==> src/rtl/hazard_sequencer.sv <==
// LEGv8 five-stage hazard controller: shadow scoreboard, stall FSM, flushes.
// Optional EX forwarding and load-use-only stalling under `ifdef FORWARDING_EN.
module hazard_sequencer (
  input  logic        CLOCK,
  input  logic        RESET,
  input  logic        ID_VALID,
  input  logic [4:0]  ID_RS1,
  input  logic [4:0]  ID_RS2,
  input  logic        ID_USES_RS1,
  input  logic        ID_USES_RS2,
  input  logic [4:0]  ID_RD,
  input  logic        ID_REGWRITE,
  input  logic        ID_MEMREAD,
  input  logic        MEM_BRANCH_TAKEN,
  output logic        PC_WRITE,
  output logic        IFID_WRITE,
  output logic        IDEX_BUBBLE,
  output logic        IFID_FLUSH,
  output logic        IDEX_FLUSH,
  output logic        EXMEM_FLUSH,
  output logic [1:0]  FWD_A,
  output logic [1:0]  FWD_B,
  output logic [15:0] STALL_COUNT
);

  typedef struct packed {
    logic       v;
    logic [4:0] rd;
    logic       rw;
    logic       mr;
    logic [4:0] rs1;
    logic [4:0] rs2;
    logic       u1;
    logic       u2;
  } ent_t;

  typedef enum logic {S_RUN, S_STALL} state_t;

  ent_t        r_ex, r_mem, r_wb;
  ent_t        w_id;
  state_t      r_state, w_state_nx;
  logic [1:0]  r_cnt, w_cnt_nx;
  logic [15:0] r_stall_cnt;
  logic [1:0]  w_need;
  logic        w_flush, w_stall;
  logic        w_ex_hit;
  logic [1:0]  w_fwd_a, w_fwd_b;
  logic        w_unused;

  function automatic logic prod(input ent_t e);
    return e.v && e.rw && (e.rd != 5'd31);
  endfunction

  function automatic logic hit(input ent_t e, input logic [4:0] rs,
                               input logic u);
    return prod(e) && u && (rs != 5'd31) && (rs == e.rd);
  endfunction

  assign w_id = '{v: ID_VALID, rd: ID_RD, rw: ID_REGWRITE,
                  mr: ID_MEMREAD, rs1: ID_RS1, rs2: ID_RS2,
                  u1: ID_USES_RS1, u2: ID_USES_RS2};

  assign w_ex_hit = hit(r_ex, ID_RS1, ID_USES_RS1) |
                    hit(r_ex, ID_RS2, ID_USES_RS2);

`ifdef FORWARDING_EN
  always_comb begin
    w_need = 2'd0;
    if (ID_VALID && w_ex_hit && r_ex.mr)
      w_need = 2'd1;
  end

  assign w_fwd_a = hit(r_mem, r_ex.rs1, r_ex.u1) ? 2'b10 :
                   hit(r_wb,  r_ex.rs1, r_ex.u1) ? 2'b01 : 2'b00;
  assign w_fwd_b = hit(r_mem, r_ex.rs2, r_ex.u2) ? 2'b10 :
                   hit(r_wb,  r_ex.rs2, r_ex.u2) ? 2'b01 : 2'b00;
`else
  logic w_mem_hit;
  assign w_mem_hit = hit(r_mem, ID_RS1, ID_USES_RS1) |
                     hit(r_mem, ID_RS2, ID_USES_RS2);

  // WB producers never stall: the regfile writes before it is read.
  always_comb begin
    w_need = 2'd0;
    if (ID_VALID) begin
      if (w_ex_hit)       w_need = 2'd2;
      else if (w_mem_hit) w_need = 2'd1;
    end
  end

  assign w_fwd_a = 2'b00;
  assign w_fwd_b = 2'b00;
`endif

  assign w_unused = ^{r_ex, r_mem, r_wb};

  assign w_flush = MEM_BRANCH_TAKEN;
  assign w_stall = !w_flush && ((r_state == S_STALL) || (w_need != 2'd0));

  always_ff @(posedge CLOCK or posedge RESET) begin
    if (RESET) begin
      r_state <= S_RUN;
      r_cnt   <= 2'd0;
    end else begin
      r_state <= w_state_nx;
      r_cnt   <= w_cnt_nx;
    end
  end

  always_comb begin
    w_state_nx = r_state;
    w_cnt_nx   = r_cnt;
    unique case (r_state)
      S_RUN: begin
        if (!w_flush && w_need == 2'd2) begin
          w_state_nx = S_STALL;
          w_cnt_nx   = 2'd1;
        end
      end
      S_STALL: begin
        if (w_flush) begin
          w_state_nx = S_RUN;
          w_cnt_nx   = 2'd0;
        end else begin
          w_cnt_nx = r_cnt - 2'd1;
          if (r_cnt <= 2'd1)
            w_state_nx = S_RUN;
        end
      end
      default: begin
        w_state_nx = S_RUN;
        w_cnt_nx   = 2'd0;
      end
    endcase
  end

  always_comb begin
    PC_WRITE    = 1'b1;
    IFID_WRITE  = 1'b1;
    IDEX_BUBBLE = 1'b0;
    IFID_FLUSH  = 1'b0;
    IDEX_FLUSH  = 1'b0;
    EXMEM_FLUSH = 1'b0;
    FWD_A       = 2'b00;
    FWD_B       = 2'b00;
    if (!RESET) begin
      if (w_flush) begin
        IFID_FLUSH  = 1'b1;
        IDEX_FLUSH  = 1'b1;
        EXMEM_FLUSH = 1'b1;
      end else if (w_stall) begin
        PC_WRITE    = 1'b0;
        IFID_WRITE  = 1'b0;
        IDEX_BUBBLE = 1'b1;
      end
      FWD_A = w_fwd_a;
      FWD_B = w_fwd_b;
    end
  end

  always_ff @(posedge CLOCK or posedge RESET) begin
    if (RESET) begin
      r_ex  <= '0;
      r_mem <= '0;
      r_wb  <= '0;
    end else begin
      r_wb <= r_mem;
      if (w_flush) begin
        r_mem <= '0;
        r_ex  <= '0;
      end else begin
        r_mem <= r_ex;
        r_ex  <= w_stall ? '0 : w_id;
      end
    end
  end

  always_ff @(posedge CLOCK or posedge RESET) begin
    if (RESET)
      r_stall_cnt <= 16'd0;
    else if (w_stall && r_stall_cnt != 16'hFFFF)
      r_stall_cnt <= r_stall_cnt + 16'd1;
  end

  assign STALL_COUNT = r_stall_cnt;

endmodule

==> config.mk <==
export PLATFORM = sky130hd
export DESIGN_NAME = hazard_sequencer
export DESIGN_NICKNAME = d
export VERILOG_FILES = /design/src/rtl/hazard_sequencer.sv
export SDC_FILE = /design/constraint.sdc
export NUM_CORES = 1
export LEC_CHECK = 0
export CORE_MARGIN = 5
export CORE_UTILIZATION = 51
export DETAILED_ROUTE_END_ITERATION = 16
export PLACE_DENSITY = 0.85
export SLEW_MARGIN = 25
export SYNTH_ARGS = -nofsm -noshare
export SYNTH_HDL_FRONTEND = slang
export SYNTH_SLANG_ARGS = --single-unit
==> constraint.sdc <==
create_clock -name CLOCK -period 3.7 [get_ports CLOCK]
set_input_delay 0.37 -clock CLOCK [delete_from_list [all_inputs] [get_ports CLOCK]]
set_output_delay 0.37 -clock CLOCK [all_outputs]
set_load 0.1 [all_outputs]
==> qor.yml <==
global_route:
  grt_pass1_wl_um: 6175
  grt_max_degree: 35
  use_met3: 0.04105
  met1_usage: 0.2211
  grt-ovfl-total: 0
  grt_pass1_vias: 1381
  antenna_found_initial: 0
  track_usage: 0.1800
  busiest_layer: "met2"
  grt_use_met2: 0.3032
synthesis:
  syn_area_sq_um: 1727
  synth-seq-cells: 33
  ys.warnings.count: 0
  synth_cell_types: 33
  syn-instance-count: 166
  ys_seq_area_frac: 0.4783
  syn_avg_cell_area_sq_um: 10.40
setup_path:
  critical-path-top-delay-family: "buffers and inverters"
  critPathKind: "in -> out"
  rrSetupSlack_ns: 1.26
  cp_max_fo: 3
  cp_cell_sequence: "clkdlybuf4s50_1 -> nand3_1 -> o21ai_0 -> nor4_1 -> o21ai_0 -> nand2_1 -> o21ai_2 -> buf_4"
  cpPeakStageDelay_ns: 0.58
  cp-start-kind: "primary input"
  r2r_end: "STALL_COUNT[1]"
  worstRegToRegCells: 6
  required_ns: 3.33
  end_kind: "output port"
  cp.arrival_ns: 2.50
  crit_top_cell: "o21ai_0"
  cpMaxStageDelayCell: "clkdlybuf4s50_1"
  cp_num_buf_inv: 2
  cp.depth: 8
  timing.rr.start: "r_ex[14]"
power_and_ir_drop:
  p_sw_w: 0.0001958
  power_w: 0.0007687
  ir_drop_mv: 0.2056
  p_seq_frac: 0.494
  p_int_w: 0.0005729
  p_per_area_nw_per_um2: 343.2
  p_leak_nw: 0.9632
  p_sw_frac: 0.2547
  combPwrFrac: 0.142
  p_clk_frac: 0.364
die:
  start_util: 0.5215
  core_area_sq_um: 3311
  num_io_pins: 49
  die_w_um: 68.19
  num_rows: 21
  dieArea_sq_um: 4649
  die_h_um: 68.19
sta:
  tightest_slew_ns: 0.9878
  setup_tns_ns: 0
  fin_ws_ns: 0.8287
  max_freq_mhz: 348.3
  drv_slew: 0
  fin_crit_ns: 2.871
  fin_crit_sh: 0.7760
  setup_violations: 0
  relSlewSlack: 0.3394
  hold_violations: 0
  clock-skew-final_ns: 0.005425
  rsz0062_at_grt: "no"
drt:
  dr.pass1.iters: 4
  via_per_inst: 5.322
  vias: 1373
  routed_wirelength_um: 3704
  ant_nets: 0
  drtIter0Drc: 59
  routedWlPerCell_um: 14.36
  drc: 0
clocking:
  cts_buffers: 5
  cts_root_buffer: "clkbuf_4"
  cts_resized: 0
  worstSkewPairLatency_ns: 0.33
  htreeDepth: 2
  clk_pin_slew_worst_paths_ns: 0.10
  cts_sinks: 33
  cts_max_path_buffers: 2
  postCtsHoldBufs: 0
  post_cts_buffers: 0
  cts_tree: "built"
finish:
  fin_nets: 235
  final_area_sq_um: 2240
  antennaDiodeCount: 0
  fillerInstances: 281
  syn2layout_area_growth_pct: 29.71
  multi_input_area_sq_um: 833.3
  seq_area_sq_um: 825.8
  drive_gt1_frac: 0.09906
placed_design:
  place_congestion: 0.9285
  placed_cell_area_sq_um: 2155
  numPortBuffers: 43
  dpl.hpwl_um: 2848
  dpl_worst_slack_ns: 0.8304
hold_path:
  hold_path.class: "in -> async"
run_status:
  status: "complete, no violations"
job:
  maxCapViolCount: 0
-- worst reg2reg max path, delay by kind of cell (launching register included) --
family	cells	cell delay [ns]
XOR/XNOR	1	0.19
multiplexers	1	0.41
AO/OA/AOI/OAI	2	0.69
AND/OR/NAND/NOR	2	0.58
flip-flops	1	0.46
-- power by group through the flow --
stage,registers [W],clock network [W],logic [W]
2_1_floorplan,0.000389,0,0.0000703
3_5_place_dp,0.000386,0,0.000110
4_1_cts,0.000379,0.000286,0.000110
3_3_place_gp,0.000386,0,0.000106
6_report,0.000380,0.000280,0.000109
5_1_grt,0.000381,0.000301,0.000118
-- how the worst max path moves through the flow --
stage / start / end / slack, ns
6_report: ID_RS1[1] / IFID_WRITE / 0.83
3_3_place_gp: ID_RS1[1] / STALL_COUNT[1] / 0.91
5_1_grt: ID_RS1[1] / IFID_WRITE / 0.62
3_5_place_dp: ID_RS1[1] / STALL_COUNT[1] / 0.83
2_1_floorplan: r_mem[17] / IDEX_BUBBLE / 0.50
4_1_cts: ID_RS1[1] / IFID_WRITE / 0.83
-- cell usage in the layout, fill, tap and decap left out --
cell | synthesis | final
mux2_2 | 1 | 1
and4_1 | 2 | 2
ha_1 | 1 | 1
xor2_1 | 11 | 11
nand3_2 | 2 | 2
a21oi_1 | 1 | 1
o31ai_1 | 1 | 1
nand2_1 | 15 | 15
o2111ai_1 | 1 | 1
nand4_1 | 5 | 5
nor4_1 | 1 | 1
a21o_1 | 1 | 1
nor2b_1 | 8 | 8
a31oi_1 | 1 | 1
nor3_1 | 4 | 4
nand2b_1 | 1 | 1
xnor2_2 | 1 | 1
and2_1 | 7 | 7
dfrtp_1 | 33 | 33
nand3_1 | 10 | 10
clkbuf_8 | 0 | 1
conb_1 | 1 | 4
clkdlybuf4s50_1 | 0 | 37
inv_1 | 4 | 4
o21a_1 | 1 | 1
nor2_1 | 5 | 5
o21ai_0 | 7 | 6
buf_4 | 7 | 7
xnor2_1 | 23 | 23
and3_1 | 6 | 6
bufinv_16 | 0 | 1
clkbuf_1 | 1 | 1
o21ai_2 | 0 | 1
a31oi_4 | 1 | 1
or4_4 | 1 | 1
clkbuf_4 | 0 | 5
nand4b_1 | 1 | 1
-- sequential cells by signal (all words and copies together) (netlist names) --
name and count:
r_cnt 2, r_state 1, r_ex 7, r_mem 7
STALL_COUNT 16
-- area by class of cell --
type | instances | share of cell area
clock buffers | 7 | 0.02458
well taps | 46 | 0.02570
clock inverters | 1 | 0.01341
repair buffers | 44 | 0.1888
flip-flops and latches | 33 | 0.3687
inverters | 4 | 0.006704
multi-input cells | 123 | 0.3721
-- cells by family after synthesis --
| group | synth area share |
|---|---|
| simple gates | 0.2189 |
| xor+xnor | 0.1819 |
| flops | 0.4783 |
| compound gates | 0.05725 |
| buf+inv | 0.04782 |
| fa+ha+maj | 0.007245 |
| other cells | 0.002172 |
| mux | 0.006521 |
-- routing by layer --
layer | up-vias | part of all wire
li1 | 639 | -
met1 | 676 | 0.42
met2 | 50 | 0.50
met3 | 8 | 0.059
met4 | 0 | 0.015
met5 | - | 0
-- synthesized netlist by cell type --
master | number | area [sq um]
dfrtp_1 | 33 | 825.8
xnor2_1 | 23 | 201.4
nand2_1 | 15 | 56.30
xor2_1 | 11 | 96.34
nand3_1 | 10 | 50.05
nor2b_1 | 8 | 50.05
and2_1 | 7 | 43.79
buf_4 | 7 | 52.55
o21ai_0 | 7 | 35.03
and3_1 | 6 | 37.54
nand4_1 | 5 | 31.28
nor2_1 | 5 | 18.77
inv_1 | 4 | 15.01
nor3_1 | 4 | 20.02
and4_1 | 2 | 17.52
nand3_2 | 2 | 20.02
a21o_1 | 1 | 7.510
a21oi_1 | 1 | 5.000
a31oi_1 | 1 | 6.260
a31oi_4 | 1 | 21.27
buf_6 | 1 | 11.26
clkbuf_1 | 1 | 3.750
conb_1 | 1 | 3.750
ha_1 | 1 | 12.51
mux2_2 | 1 | 11.26
nand2b_1 | 1 | 6.260
nand4b_1 | 1 | 8.760
nor4_1 | 1 | 6.260
o2111ai_1 | 1 | 8.760
o21a_1 | 1 | 7.510
o31ai_1 | 1 | 7.510
or4_4 | 1 | 11.26
xnor2_2 | 1 | 16.27
-- stage by stage --
stage / hold slack [ns] / instances / utilization
2_1_floorplan: 0.4470 / 169 / -
3_3_place_gp: 0.4743 / 250 / 0.6508
3_5_place_dp: 0.4807 / 250 / 0.6508
4_1_cts: 0.4620 / 258 / 0.6765
5_1_grt: 0.5205 / 258 / 0.6765
6_report: 0.4623 / 258 / 0.6765
Power figures use the tool's default switching activity.
